File: src/rtl/mux_pkg.sv
// ---------------------------------------------------------------------------
// mux_pkg : shared state encoding and elaboration helpers for mux_nto1_pipe
// Rev 1.0
// ---------------------------------------------------------------------------
`default_nettype none

package mux_pkg;

   typedef enum logic [1:0] {
      ST_EMPTY = 2'd0,
      ST_ONE   = 2'd1,
      ST_TWO   = 2'd2
   } state_t;

   function automatic int clog2(input int n);
      int r;
      r = 0;
      for (int v = 1; v < n; v = v * 2) r++;
      return r;
   endfunction

endpackage

`default_nettype wire

File: src/rtl/skid_buf_2.sv
// ---------------------------------------------------------------------------
// skid_buf_2 : two-entry skid buffer with registered ready (main + skid reg)
// Rev 1.0
// ---------------------------------------------------------------------------
`default_nettype none

module skid_buf_2
   import mux_pkg::*;
#(
   parameter int DW = 33
) (
   input  logic          clk_i,
   input  logic          rst_i,
   input  logic [DW-1:0] i_data,
   input  logic          i_valid,
   output logic          o_ready,
   output logic [DW-1:0] o_data,
   output logic          o_valid,
   input  logic          i_ready
);

   state_t        r_state;
   state_t        w_next;
   logic [DW-1:0] r_main;
   logic [DW-1:0] r_skid;
   logic          r_ready;
   logic          w_accept;
   logic          w_emit;

   assign o_ready  = r_ready & ~rst_i;
   assign o_valid  = (r_state != ST_EMPTY);
   assign o_data   = r_main;
   assign w_accept = i_valid & o_ready;
   assign w_emit   = o_valid & i_ready;

   always_comb begin
      w_next = r_state;
      case (r_state)
         ST_EMPTY: if (w_accept) w_next = ST_ONE;
         ST_ONE: begin
            if (w_accept && !w_emit)      w_next = ST_TWO;
            else if (!w_accept && w_emit) w_next = ST_EMPTY;
         end
         ST_TWO:   if (w_emit) w_next = ST_ONE;
         default:  w_next = ST_EMPTY;
      endcase
   end

   // Ready is registered from the next state so no combinational path runs from i_ready.
   always_ff @(posedge clk_i) begin
      if (rst_i) begin
         r_state <= ST_EMPTY;
         r_ready <= 1'b1;
         r_main  <= '0;
         r_skid  <= '0;
      end else begin
         r_state <= w_next;
         r_ready <= (w_next != ST_TWO);
         case (r_state)
            ST_EMPTY: if (w_accept) r_main <= i_data;
            ST_ONE: begin
               if (w_accept && w_emit) r_main <= i_data;
               else if (w_accept)      r_skid <= i_data;
            end
            ST_TWO:   if (w_emit) r_main <= r_skid;
            default: ;
         endcase
      end
   end

endmodule

`default_nettype wire

File: src/rtl/mux_nto1_pipe.sv
// ---------------------------------------------------------------------------
// mux_nto1_pipe : N-to-1 mux with zero-fill on bad select, skid-buffered output
// Rev 1.0
// ---------------------------------------------------------------------------
`default_nettype none

module mux_nto1_pipe
   import mux_pkg::*;
#(
   parameter int WIDTH = 32,
   parameter int N     = 4,
   parameter int SEL_W = 2,
   parameter int CNT_W = 8
) (
   input  logic               clk_i,
   input  logic               rst_i,
   input  logic [N*WIDTH-1:0] data_i,
   input  logic [SEL_W-1:0]   select_i,
   input  logic               valid_i,
   output logic               ready_o,
   output logic [WIDTH-1:0]   data_o,
   output logic               valid_o,
   input  logic               ready_i,
   output logic               sel_err_o,
   input  logic               err_clr_i,
   output logic [CNT_W-1:0]   err_cnt_o
);

   generate
      if (N < 2 || SEL_W < clog2(N)) begin : g_bad_params
         $error("mux_nto1_pipe: N must be >= 2 and SEL_W >= clog2(N)");
      end
   endgenerate

   logic [WIDTH-1:0] w_word;
   logic             w_sel_err;
   logic [WIDTH:0]   w_out;
   logic [CNT_W-1:0] r_err_cnt;

   always_comb begin
      w_word = '0;
      for (int k = 0; k < N; k++) begin
         if (int'(select_i) == k) w_word = data_i[k*WIDTH +: WIDTH];
      end
   end

   generate
      if (N == (1 << SEL_W)) begin : g_full_range
         assign w_sel_err = 1'b0;
      end else begin : g_partial_range
         assign w_sel_err = (int'(select_i) >= N);
      end
   endgenerate

   skid_buf_2 #(
      .DW (WIDTH + 1)
   ) u_skid (
      .clk_i   (clk_i),
      .rst_i   (rst_i),
      .i_data  ({w_sel_err, w_word}),
      .i_valid (valid_i),
      .o_ready (ready_o),
      .o_data  (w_out),
      .o_valid (valid_o),
      .i_ready (ready_i)
   );

   assign data_o    = w_out[WIDTH-1:0];
   assign sel_err_o = w_out[WIDTH];

   // Clear wins over a same-cycle increment.
   always_ff @(posedge clk_i) begin
      if (rst_i || err_clr_i)
         r_err_cnt <= '0;
      else if (valid_i && ready_o && w_sel_err && (r_err_cnt != '1))
         r_err_cnt <= r_err_cnt + 1'b1;
   end

   assign err_cnt_o = r_err_cnt;

endmodule

`default_nettype wire
File: config.mk
export PLATFORM = sky130hd
export DESIGN_NAME = mux_nto1_pipe
export DESIGN_NICKNAME = d
export VERILOG_FILES = /design/src/rtl/mux_pkg.sv /design/src/rtl/skid_buf_2.sv /design/src/rtl/mux_nto1_pipe.sv
export SDC_FILE = /design/constraint.sdc
export NUM_CORES = 1
export LEC_CHECK = 0
export ABC_AREA = 1
export CORE_UTILIZATION = 34
export DETAILED_ROUTE_END_ITERATION = 7
export PLACE_DENSITY = 0.73
export SYNTH_ARGS = -nofsm -noshare
export SYNTH_HDL_FRONTEND = slang
export SYNTH_SLANG_ARGS = --single-unit
File: constraint.sdc
create_clock -name clk_i -period 2.05 [get_ports clk_i]
set_input_delay 0.3075 -clock clk_i [delete_from_list [all_inputs] [get_ports clk_i]]
set_output_delay 0.3075 -clock clk_i [all_outputs]
set_load 0.1 [all_outputs]
# Yosys cells after proc, flatten, opt, wreduce, memory -nomap -nowiden
# Cells that the tools add are included.
# totals
ff_bits,68
# classes
eq_ne,9
muxes,13
bitwise,5
n_reduce_logical,11
# ops
cell,count
$mux W32,4
$mux W33,3
$pmux W33 S3,1
$mux W2,4
$eq A2 B2 Y1 const B,3
$ne A2 B1 Y1 const B,3
$pmux W2 S3,1
$eq A2 B1 Y1 const B,2
$logic_not A2 Y1,2
$reduce_and A4 Y1,1
$and A1 B1 Y1,3
$logic_and A1 B1 Y1,3
$reduce_and A3 Y1,1
$reduce_bool A3 Y1,1
$logic_not A1 Y1,2
$ne A2 B2 Y1 const B,1
$not A1 Y1,2
$reduce_bool A2 Y1,1

# Longest topological paths before layout
# logic_depth
ltp_word,9
mapped_depth,11

# Hierarchy
# Synthesis repeated with hierarchy kept, for this count alone.
# unflattened
cells_unflattened,678
area_unflattened_um2,4083.9
# by_module_without_submodules
module,instances,cells_each,area_per_inst_um2,seq_area_each_um2
skid_buf_2,1,483,3051.7,1381.3
mux_nto1_pipe,1,195,1032.2,0.0

# Worst setup path before layout
# Ideal clock, no wire load.
# synth_timing
path_kind,input to output
start,input rst_i
end,output ready_o
arrival_ps,1892
required_ps,1742
setup_slack_ps,-149
path_stages,3
n_path_buf,2
cell_sequence,buf_6 -> clkbuf_1 -> nor2_1
# synth_via
elab_chain_len,2
# synth_lines
item,line_no,source
"start, declared",mux_nto1_pipe.sv:16,"input logic rst_i,"
$not A1 Y1,skid_buf_2.sv:30,assign o_ready = r_ready & ~rst_i;
$and A1 B1 Y1,skid_buf_2.sv:30,
"end, declared",mux_nto1_pipe.sv:20,"output logic ready_o,"
# No other way between the ends.

# Worst setup path after layout
# layout_timing
start,input select_i[1]
end,register u_skid.r_main[29] (netlist: u_skid.o_data[29])
# layout_via
elab_chain_len,7
elab_cells_between_ends,11
cone_classes,eq/ne (3); mux (7); reduce/logical (1)
# layout_lines
item,line_no,source
"start, declared",mux_nto1_pipe.sv:18,"input logic [SEL_W-1:0] select_i,"
$logic_not A2 Y1,mux_nto1_pipe.sv:43,if (int'(select_i) == k) w_word = data_i[k*WIDTH +: WIDTH];
$mux W32 (3 in a row),mux_nto1_pipe.sv:43,
$mux W32 *,mux_nto1_pipe.sv:43,
$mux W33 (on tied branches),"skid_buf_2.sv:62, skid_buf_2.sv:60",
$pmux W33 S3 *,skid_buf_2.sv:59,case (r_state)
"end signal, assigned",skid_buf_2.sv:60,ST_EMPTY: if (w_accept) r_main <= i_data;
"end signal, assigned",skid_buf_2.sv:62,if (w_accept && w_emit) r_main <= i_data;
"end signal, assigned",skid_buf_2.sv:65,ST_TWO: if (w_emit) r_main <= r_skid;
"end, declared",skid_buf_2.sv:24,logic [DW-1:0] r_main;
# Mark *: on every way between the ends. The rest lies on a longest branch, timed or not. The select of a mux whose other input is x is not followed.
# A chain may end at the register's enable or synchronous reset.

==> run summary <==
outcome = finished, final reports clean
largest net degree at the start of global routing = 64
initial core utilization = 34.9%
final setup fails = 0
final RePlAce weighted congestion = 0.808
Seq/Total Area, Yosys = 31.8%
first-pass GRT wire length = 20.6 mm
Worst Setup Start Kind = input port
RSZ-0062 raised after global routing = false
Req. time, crit path = 2290 ps
Num CTS Buffers = 9
total core area = 0.0121 mm2
drc violations = 0
number of iterations in the first detailed-routing pass = 4
Syn-to-layout area delta = 47.4%
mapped cell area = 0.00421 mm2
logic gate share of total power = 30.0%
Crit-path slowest cell = clkdlybuf4s50_1
drt total wl = 12.6 mm
Clock power frac = 36.7%
Vias/cell = 4.57
Critical Path AT = 1820 ps
CTS resizes = 0
setup_tns = 0 ps
vias in the first global route = 4201
die width = 113 um
I/O pins = 178
Final Hold Viols = 0
clock tree buffer depth = 2
Yosys cell types = 23
die height = 113 um
max cap viols = 0
switching share of total power = 33.6%
Reg power frac = 33.3%
Fmax = 631 MHz
Clock Sinks = 67
Worst VDD drop = 0.000304 V
H-Tree Depth = 3
post-detail-place hpwl = 8.88 mm
Slew Limit Fails = 0
Root Driver = clkbuf_16
Clock Skew = 5.84 ps
I/O Buffers = 167
sw power = 1.41 mW
Syn. warnings = 0
Mean Syn Cell Area = 6.10 um2
Min-Delay Path Class = in -> reg
Max stage delay on crit path = 620 ps
crit-path cells = clkdlybuf4s50_1 -> nand2_1 -> buf_4 -> or2_2 -> nand3_1 -> nand2_1 -> nand2_1 -> inv_1
num rows = 40
CTS tree = done
Antenna Cells = 0
number of synthesized register bits = 67
Pwr Density = 676 mW/mm2
via count = 4654
Gate Count Post-Synth = 691
Die ar. = 0.0128 mm2
final cycle utilization of the critical path = 77.3%
clk_lat worst skew = 340 ps
CP Class = in -> reg
CTS Hold Bufs = 0
Clock transition at path regs = 50 ps
Final Critical Period = 1580 ps
Crit Path Max Fanout = 13
Iter 0 DRT Violations = 240
initial antenna violation count = 0
share of cells above drive strength 1 = 10.2%
Hold WS = 418 ps
CP endpoint kind = flip-flop
antenna-violating nets left = 0
Total Nets Final = 982
P_int = 2.79 mW
GR Overflow Total = 0
setup bufs post-CTS = 0
DR WL/cell = 12.4 um
leak pwr = 2.76 nW
GRT Total Usage = 20.5%
Most Frequent Cell on Critical Path = nand2_1
[synthesized netlist by cell type]
master	instances	area (um2)
buf_4	11	82.6
inv_2	2	7.51
nand3_1	97	485
nor2_1	97	364
clkbuf_1	15	56.3
inv_4	1	6.26
o21ai_0	40	200
or2_1	29	181
dfxtp_1	67	1340
buf_6	9	101
nor3_4	1	16.3
nor2_2	1	6.26
conb_1	1	3.75
nand4_1	1	6.26
or2_2	3	18.8
buf_2	17	85.1
a21oi_1	65	325
nor3_1	1	5.00
nand2_1	103	387
inv_1	102	383
buf_1	2	7.51
o21ai_1	25	125
nand3_4	1	17.5
[cells by family (layout without fill, tap and decap cells)]
logic type | after synthesis | after routing | synth area share, %
simple gates | 334 | 334 | 35.3
buf+inv | 159 | 311 | 17.3
compound gates | 130 | 130 | 15.4
flops | 67 | 67 | 31.8
other cells | 1 | 9 | 0.0890
[layout make-up]
cell class                 instances  area (um2)
clock buffer                      14         294
clock inverter                     1        5.00
fill                            1266        5850
inverter                         105         397
multi-input combinational        473        2180
sequential                        67        1340
tap                              168         210
timing repair buffer             191        1780
[power groups by stage]
stage	clock network (mW)	registers [mW]	logic, mW
floorplan	0	1.80	0.467
global placement	0	1.42	1.26
detailed placement	0	1.43	1.26
CTS	1.58	1.40	1.26
global route	1.64	1.41	1.35
finish	1.54	1.40	1.26
[critical path: cells and delay by family]
family                 cells  cell delay (ps)
buffers and inverters      3              870
and+or+nand+nor            5              640
[per-layer routing]
metal | vias up | GRT usage [%] | wire length (um)
li1 | 2466 | - | -
met1 | 2048 | 24.4 | 5670
met2 | 125 | 34.8 | 5940
met3 | 15 | 5.09 | 734
met4 | 0 | 9.04 | 248
met5 | - | 0 | 0
[final timing paths]
| kind | slack, ps | to | cells after the start | from |
|---|---|---|---|---|
| max reg2reg | 630 | u_skid.o_data[4]$_SDFFE_PP0P_ | 8 | u_skid.r_state[0]$_SDFF_PP0_ |
| min | 420 | u_skid.r_state[0]$_SDFF_PP0_ | 5 | rst_i |
| min reg2reg | 520 | u_skid.o_data[8]$_SDFFE_PP0P_ | 4 | u_skid.o_data[8]$_SDFFE_PP0P_ |
| max | 470 | u_skid.o_data[29]$_SDFFE_PP0P_ | 8 | select_i[1] |
[registers in the layout, summed over array words and instances, names as in the netlist]
signal,cells
u_skid.r_state,2
u_skid.r_ready,1
u_skid.r_skid,32
u_skid.o_data,32
[cells in the final DEF (no fill, tap or decap), drive strengths merged, types with 14 or more instances in the layout]
| cell | synthesis | final |
|---|---|---|
| o21ai | 65 | 65 |
| clkdlybuf4s50 | 0 | 131 |
| dfxtp | 67 | 67 |
| buf | 39 | 60 |
| inv | 105 | 105 |
| nand3 | 98 | 98 |
| a21oi | 65 | 65 |
| nand2 | 103 | 103 |
| clkbuf | 15 | 14 |
| nor2 | 98 | 98 |
| or2 | 32 | 32 |
[stage by stage]
step	power, mW	utilization (%)	worst slack [ps]	instance area (um2)	instances
2_1_floorplan	2.26	-	184	4250	699
3_3_place_gp	2.68	49.0	164	5910	1004
3_5_place_dp	2.69	49.0	126	5910	1004
4_1_cts	4.25	51.5	472	6210	1019
5_1_grt	4.40	51.5	384	6210	1019
6_report	4.20	51.5	466	6210	1019
No activity file was read; power rests on OpenSTA's default activity.
